File: src/rtl/breadboard_sweeper_if.sv
// Row handshake between the sweeper and its downstream consumer.
interface breadboard_sweeper_if;
    localparam int unsigned IDX_W  = 4;
    localparam int unsigned F_W    = 10;
    localparam int unsigned ONES_W = 4;

    logic              out_valid;
    logic              out_ready;
    logic [IDX_W-1:0]  out_idx;
    logic [F_W-1:0]    out_f;
    logic [ONES_W-1:0] out_ones;

    modport master (
        output out_valid,
        output out_idx,
        output out_f,
        output out_ones,
        input  out_ready
    );

    modport slave (
        input  out_valid,
        input  out_idx,
        input  out_f,
        input  out_ones,
        output out_ready
    );
endinterface

File: src/rtl/breadboard_sweeper.sv
// Walks {w,x,y,z} through 0..LAST, lets the Breadboard settle, captures f and
// hands each row downstream with its index and popcount.
module breadboard_sweeper #(
    parameter int unsigned SETTLE = 2,
    parameter int unsigned LAST   = 15
) (
    input  logic                        clk,
    input  logic                        rst_n,
    input  logic                        start,
    output logic                        w,
    output logic                        x,
    output logic                        y,
    output logic                        z,
    input  logic [9:0]                  f,
    breadboard_sweeper_if.master        out_if,
    output logic                        busy,
    output logic                        done
);
    localparam int unsigned IDX_W  = 4;
    localparam int unsigned CNT_W  = 4;
    localparam int unsigned F_W    = 10;
    localparam int unsigned ONES_W = 4;

    typedef enum logic [1:0] {
        IDLE  = 2'd0,
        DRIVE = 2'd1,
        HOLD  = 2'd2,
        DONE  = 2'd3
    } state_t;

    state_t              state_q, state_d;
    logic [IDX_W-1:0]    idx_q, idx_d;
    logic [CNT_W-1:0]    cnt_q, cnt_d;
    logic                valid_q, valid_d;
    logic [IDX_W-1:0]    oidx_q, oidx_d;
    logic [F_W-1:0]      of_q, of_d;
    logic [ONES_W-1:0]   ones_q, ones_d;
    logic                busy_q, busy_d;
    logic                done_q, done_d;

    // Number of set bits in a captured row (max 10 fits in 4 bits).
    function automatic logic [ONES_W-1:0] popcount(input logic [F_W-1:0] v);
        logic [ONES_W-1:0] n;
        n = '0;
        for (int i = 0; i < int'(F_W); i++) begin
            n = n + ONES_W'(v[i]);
        end
        return n;
    endfunction

    // State and datapath registers, synchronous active-low reset.
    always_ff @(posedge clk) begin
        if (!rst_n) begin
            state_q <= IDLE;
            idx_q   <= '0;
            cnt_q   <= '0;
            valid_q <= 1'b0;
            oidx_q  <= '0;
            of_q    <= '0;
            ones_q  <= '0;
            busy_q  <= 1'b0;
            done_q  <= 1'b0;
        end else begin
            state_q <= state_d;
            idx_q   <= idx_d;
            cnt_q   <= cnt_d;
            valid_q <= valid_d;
            oidx_q  <= oidx_d;
            of_q    <= of_d;
            ones_q  <= ones_d;
            busy_q  <= busy_d;
            done_q  <= done_d;
        end
    end

    // Next-state and next-output logic; everything holds unless a transition fires.
    always_comb begin
        state_d = state_q;
        idx_d   = idx_q;
        cnt_d   = cnt_q;
        valid_d = valid_q;
        oidx_d  = oidx_q;
        of_d    = of_q;
        ones_d  = ones_q;

        case (state_q)
            IDLE: begin
                if (start) begin
                    state_d = DRIVE;
                    idx_d   = '0;
                    cnt_d   = '0;
                end
            end
            DRIVE: begin
                if (cnt_q == CNT_W'(SETTLE - 1)) begin
                    of_d    = f;
                    ones_d  = popcount(f);
                    oidx_d  = idx_q;
                    valid_d = 1'b1;
                    cnt_d   = '0;
                    state_d = HOLD;
                end else begin
                    cnt_d = cnt_q + CNT_W'(1);
                end
            end
            HOLD: begin
                if (valid_q && out_if.out_ready) begin
                    valid_d = 1'b0;
                    if (idx_q == IDX_W'(LAST)) begin
                        state_d = DONE;
                    end else begin
                        idx_d   = idx_q + IDX_W'(1);
                        cnt_d   = '0;
                        state_d = DRIVE;
                    end
                end
            end
            DONE: begin
                idx_d   = '0;
                state_d = IDLE;
            end
            default: begin
                state_d = IDLE;
            end
        endcase

        busy_d = (state_d != IDLE);
        done_d = (state_d == DONE);
    end

    // Stimulus is the index register itself, so it is glitch-free and registered.
    assign w = idx_q[3];
    assign x = idx_q[2];
    assign y = idx_q[1];
    assign z = idx_q[0];

    assign out_if.out_valid = valid_q;
    assign out_if.out_idx   = oidx_q;
    assign out_if.out_f     = of_q;
    assign out_if.out_ones  = ones_q;
    assign busy             = busy_q;
    assign done             = done_q;
endmodule

File: src/flat_wrapper.sv
// flat-port wrapper written by rule: the top's interface ports become plain ports
module breadboard_sweeper_flat 
#(
    parameter int unsigned SETTLE = 2,
    parameter int unsigned LAST   = 15
)
  (clk, rst_n, start, w, x, y, z, f, busy, done, out_if_out_valid, out_if_out_idx, out_if_out_f, out_if_out_ones, out_if_out_ready);
  breadboard_sweeper_if out_if_i ();
  input  logic clk;
  input  logic rst_n;
  input  logic start;
  output logic w;
  output logic x;
  output logic y;
  output logic z;
  input  logic [9:0] f;
  output logic busy;
  output logic done;
  output wire logic [$bits(out_if_i.out_valid)-1:0] out_if_out_valid;
  output wire logic [$bits(out_if_i.out_idx)-1:0] out_if_out_idx;
  output wire logic [$bits(out_if_i.out_f)-1:0] out_if_out_f;
  output wire logic [$bits(out_if_i.out_ones)-1:0] out_if_out_ones;
  input wire logic [$bits(out_if_i.out_ready)-1:0] out_if_out_ready;
  assign out_if_out_valid = out_if_i.out_valid;
  assign out_if_out_idx = out_if_i.out_idx;
  assign out_if_out_f = out_if_i.out_f;
  assign out_if_out_ones = out_if_i.out_ones;
  assign out_if_i.out_ready = out_if_out_ready;
  breadboard_sweeper #(.SETTLE(SETTLE), .LAST(LAST)) u_core (.clk(clk), .rst_n(rst_n), .start(start), .w(w), .x(x), .y(y), .z(z), .f(f), .out_if(out_if_i), .busy(busy), .done(done));
endmodule
File: config.mk
export PLATFORM = sky130hd
export DESIGN_NAME = breadboard_sweeper_flat
export DESIGN_NICKNAME = d
export VERILOG_FILES = /design/src/rtl/breadboard_sweeper_if.sv /design/src/rtl/breadboard_sweeper.sv /design/src/flat_wrapper.sv
export SDC_FILE = /design/constraint.sdc
export NUM_CORES = 1
export LEC_CHECK = 0
export ABC_AREA = 1
export ABC_CLOCK_PERIOD_IN_PS = 6170
export BUFFER_PORTS_ARGS = -buffer_cell sky130_fd_sc_hd__buf_2
export CAP_MARGIN = 10
export CORE_ASPECT_RATIO = 1.25
export CORE_MARGIN = 1.5
export CORE_UTILIZATION = 40
export DETAILED_ROUTE_END_ITERATION = 8
export GPL_TIMING_DRIVEN = 0
export SYNTH_ARGS = -nofsm -noshare
export SYNTH_HDL_FRONTEND = slang
export SYNTH_SLANG_ARGS = --single-unit
File: constraint.sdc
create_clock -name clk -period 6.17 [get_ports clk]
set_clock_uncertainty 0.15 [all_clocks]
set_input_delay 0.617 -clock clk [delete_from_list [all_inputs] [get_ports clk]]
set_output_delay 0.617 -clock clk [all_outputs]
set_load 0.05 [all_outputs]
After elaboration in Yosys (flattened, before gate mapping)
Index checks and enable logic that the tools add are counted.
Storage, ports and cells
  register bits after elaboration: 31
  output and inout bits: 25
Operators by class
  mux-type cells: 16
  add/subtract/negate cells: 11
  reductions and logical operators: 10
  eq/ne operators: 10
Operator list (number)
  4-bit by 1-bit adder with 4-bit output: 8
  4-bit 2-to-1 mux: 6
  4-bit case mux with 3 select lines: 2
  4-bit by 1-bit adder with 4-bit output, second input constant: 2
  2-bit 2-to-1 mux: 4
  2-bit case mux with 4 select lines: 1
  4-bit AND reduction: 2
  2-bit == test, second input constant: 3
  3-bit nonzero test: 2
  4-bit by 1-bit == test with 1-bit output, second input constant: 1
  4-bit == test, second input constant: 1
  2-bit by 1-bit inequality test with 1-bit output, second input constant: 2
  2-bit inequality test, second input constant: 2
  2-bit nonzero test: 2
  3-bit AND reduction: 1
  1-bit by 1-bit adder with 2-bit output: 1
  2-bit by 1-bit == test with 1-bit output, second input constant: 1
  2-bit zero test: 1
  1-bit 2-to-1 mux: 2
  1-bit case mux with 2 select lines: 1
  2-bit AND reduction: 1
  1-bit logical AND: 1

Logic depth before layout (Yosys ltp)
  depth in word-level cells: 9
  mapped depth: 10
  depth with buffers taken out: 10

Least setup slack after synthesis
OpenSTA, ideal clock, no wires.
  kind: input to register
  start point: in f[0]
  end point: reg u_core.ones_q[2], in the netlist u_core.out_if.out_ones[2]
  required time: 5902 ps
  arrival time: 3296 ps
  path buffers: 0
  setup slack: 2606 ps
  stages on the path: 9
  path through: ha_1 -> inv_1 -> fa_1 -> fa_1 -> fa_1 -> fa_1 -> fa_1 -> xor2_1 -> a21oi_2
Between the ends
  longest elaborated chain between the ends: 9
Ends and longest elaborated chain
  start: declaration: RTL line flat_wrapper.sv:16  | input logic [9:0] f;
  1-bit by 1-bit adder with 2-bit output: RTL line breadboard_sweeper.sv:46  | n = n + ONES_W'(v[i]);
  4-bit by 1-bit adder with 4-bit output (8 in series): RTL line breadboard_sweeper.sv:46
  end signal: assignment: RTL line breadboard_sweeper.sv:70  | ones_q <= ones_d;
  end: declaration: RTL line breadboard_sweeper.sv:37  | logic [ONES_W-1:0] ones_q, ones_d;
Every way passes these cells.
A chain may end at the register's enable or synchronous reset.

Worst setup path after layout
Same ends and word-level chain as after synthesis.

==> results_dict.tcl <==
set metrics [dict create \
    clkSinkCount 31 \
    grt_max_degree 11 \
    drv_cap 0 \
    vias_per_cell 4.658 \
    dp_hpwl_um 2665 \
    antenna_found_initial 0 \
    rows 26 \
    power_density_mw_per_mm2 245.2 \
    start_util_pct 41.63 \
    max-vdd-ir-drop_uv 96.61 \
    worstSkewPairLatency_ps 290 \
    gp_congestion 0.7638 \
    dr.first_iter.drc_count 43 \
    hold_class "reg -> reg" \
    ant_nets 0 \
    p_clk_share_pct 35.5 \
    dieArea_mm2 0.004634 \
    syn_avg_cell_area_um2 8.139 \
    synth_simple_gate_area_share_pct 20.03 \
    ctsHtreeMaxLevel 2 \
    chipHeight_um 75.74 \
    fin_ws_ps 2669 \
    synth_compound_area_share_pct 15.52 \
    core-area_mm2 0.004066 \
    synth.area.mux_share_pct 0 \
    cpPeakStageDelay_ps 520 \
    dr.pass1.iters 4 \
    worst_setup_path_start_kind "primary input" \
    async_reset_ff_share_pct 0 \
    path_clk_slew_ps 60 \
    critPathCaptureType "register" \
    fill_cells 431 \
    drv_slew 0 \
    track_usage_pct 17.44 \
    setup_viol 0 \
    dr_total_vias 1444 \
    pwr-share-comb_pct 22.2 \
    cts_hold_buf 0 \
    cts_root_buf "clkbuf_8" \
    yosysUniqueCellTypes 26 \
    drive_above_1_share_pct 25.59 \
    period_minus_slack_ps 3501 \
    synth.net_count 240 \
    synth_flop_cell "dfxtp_1" \
    yosysWarnings 0 \
    post_cts_resized 0 \
    io_buffers 38 \
    worstPathBufferInverterCount 2 \
    area_growth_pct 21.29 \
    fin_setup_tns_ps 0 \
    synth_top_family_by_area "simple AND/OR/NAND/NOR gates" \
    yosysSeqAreaShare_pct 36.66 \
    synthTopCellsByArea "dfxtp_1, ha_1, nand2_1" \
    switching_power_w 0.0001556 \
    routed_wl_um 3492 \
    fin_nets 285 \
    dp_slack_ps 2356 \
    required_ps 6200 \
    power_leakage_nw 1.045 \
    crit_slowest_cell "fa_1" \
    wl_per_cell_um 11.26 \
    multi_input_area_um2 898.4 \
    status "finished, final reports clean" \
    worst_slew_pin_slew_ps 475.5 \
    worstPathArrival_ps 3530 \
    p_int_w 0.0003479 \
    synth-adder-area-share_pct 15.96 \
    pwr-share-seq_pct 42.3 \
    overflow 0 \
    fin_crit_sh_pct 56.74 \
    drc_errors 0 \
    die_w_um 61.19 \
    diodes 0 \
    synth_area_leader_cell "dfxtp_1" \
    p_sw_share_pct 30.90 \
    crit_fanout 2 \
    fin_cells 310 \
    ios 39 \
    syn_area_mm2 0.001693 \
    grt_pass1_wl_um 5934 \
    netlist.area_leader.share_pct 36.66 \
    slew_headroom_pct 68.30 \
    cts_buffer_depth 2 \
    seqCellArea_um2 620.6 \
    cts_tree "built" \
    synth_xor_xnor_area_share_pct 1.552 \
    synth-edff-count 0 \
    crit_top_cell "fa_1" \
    setup.worst_path.class "in -> reg" \
    path_delay_family "adder cells" \
    synthCells 208 \
    synth-seq-cells 31 \
    timing.fmax_ghz 0.2856 \
    grt_pass1_vias 1376 \
    dp_cells 302 \
    grt_setup_unrepaired "false" \
    cts_setup_buffers 0 \
    path_cells "buf_2 > ha_1 > inv_1 > fa_1 > fa_1 > fa_1 > fa_1 > fa_1 > xor2_1 > a21oi_2" \
    hold_viol 0 \
    numCtsBuffers 5 \
]
layout make-up:
| type | count | area share, % |
|---|---|---|
| Timing Repair Buffer | 38 | 9.263 |
| Sequential cell | 31 | 30.23 |
| Buffer | 6 | 2.803 |
| Inverter | 31 | 5.667 |
| Tap cell | 56 | 3.413 |
| Clock buffer | 8 | 4.875 |
| Multi-Input combinational cell | 140 | 43.75 |
final timing paths:
path / startpoint / end / slack [ps] / depth (start not counted)
hold reg to reg: u_core.out_if.out_valid$_SDFFE_PN0P_ / u_core.out_if.out_valid$_SDFFE_PN0P_ / 330 / 2
setup / recovery: f[0] / u_core.out_if.out_ones[2]$_SDFFE_PN0P_ / 2670 / 10
hold / removal: u_core.out_if.out_valid$_SDFFE_PN0P_ / u_core.out_if.out_valid$_SDFFE_PN0P_ / 330 / 2
setup reg to reg: u_core.state_q[0]$_SDFF_PN0_ / u_core.cnt_q[1]$_SDFFE_PN0P_ / 4450 / 7
worst register-to-register path, cell delays in order, from the launching register on:
cell	delay, ps
dfxtp_1	440
inv_1	100
ha_1	280
nand4_1	190
nand2_1	70
nor2_1	220
nand2_1	80
a21oi_1	140
power by group through the flow:
stage	clock network (W)	logic [W]	registers, W
finish	0.000179	0.000112	0.000213
global route	0.000194	0.000128	0.000214
CTS	0.000184	0.000113	0.000213
detailed placement	0	0.000113	0.000218
global placement	0	0.000112	0.000218
floorplan	0	0.0000671	0.000238
logic make-up after synthesis:
kind of cell	count (synthesis)
simple gates	75
compound gates	44
fa+ha+maj	18
buf+inv	37
xor+xnor	3
flops	31
cell usage after synthesis, types with 3 or more instances:
cell type,number
nor2_1,16
fa_1,6
a21oi_2,9
nand3_1,12
dfxtp_1,31
ha_1,12
buf_6,3
o21ai_0,8
inv_1,30
o21ai_1,10
nand4_1,3
a21oi_1,14
nand2_1,37
registers in the layout, indices dropped and copies added (netlist names):
| name | count |
|---|---|
| u_core.out_if.out_f | 10 |
| u_core.out_if.out_valid | 1 |
| u_core.done | 1 |
| u_core.idx_q | 4 |
| u_core.busy | 1 |
| u_core.out_if.out_ones | 4 |
| u_core.cnt_q | 4 |
| u_core.out_if.out_idx | 4 |
| u_core.state_q | 2 |
metal layers:
metal | vias to the layer above | part of all wire, % | track usage, %
met5 | - | 0 | 0
met2 | 28 | 50 | 30.14
met3 | 7 | 3.5 | 4.414
met4 | 0 | 2.4 | 7.971
met1 | 656 | 44 | 19.85
li1 | 753 | - | -
cell usage in the layout, fill, tap and decap left out:
cell type	n
nor2_1	16
buf_2	39
nand2_4	1
buf_6	3
nand2_1	37
a21oi_2	9
nand3b_1	1
xnor2_1	2
xor2_1	1
clkinv_1	1
o21ai_2	2
o21ai_1	10
clkbuf_8	7
a31oi_1	1
inv_1	30
buf_8	1
nand4_1	3
nor3_1	2
ha_1	12
fa_1	6
nand3_1	12
nor2_8	1
clkbuf_1	1
buf_1	1
a21oi_1	14
dfxtp_1	31
o21ai_0	8
nor2_2	2
per-stage QoR:
step / hold slack [ps] / util, % / area, µm² / total power, W
2_1_floorplan: 332.7 / - / 1693 / 0.0003046
3_3_place_gp: 315.2 / 48.03 / 1953 / 0.0003293
3_5_place_dp: 327.9 / 48.03 / 1953 / 0.0003304
4_1_cts: 337.2 / 50.49 / 2053 / 0.0005101
5_1_grt: 365.3 / 50.49 / 2053 / 0.0005356
6_report: 331.3 / 50.49 / 2053 / 0.0005034
Power figures use the tool's default switching activity.
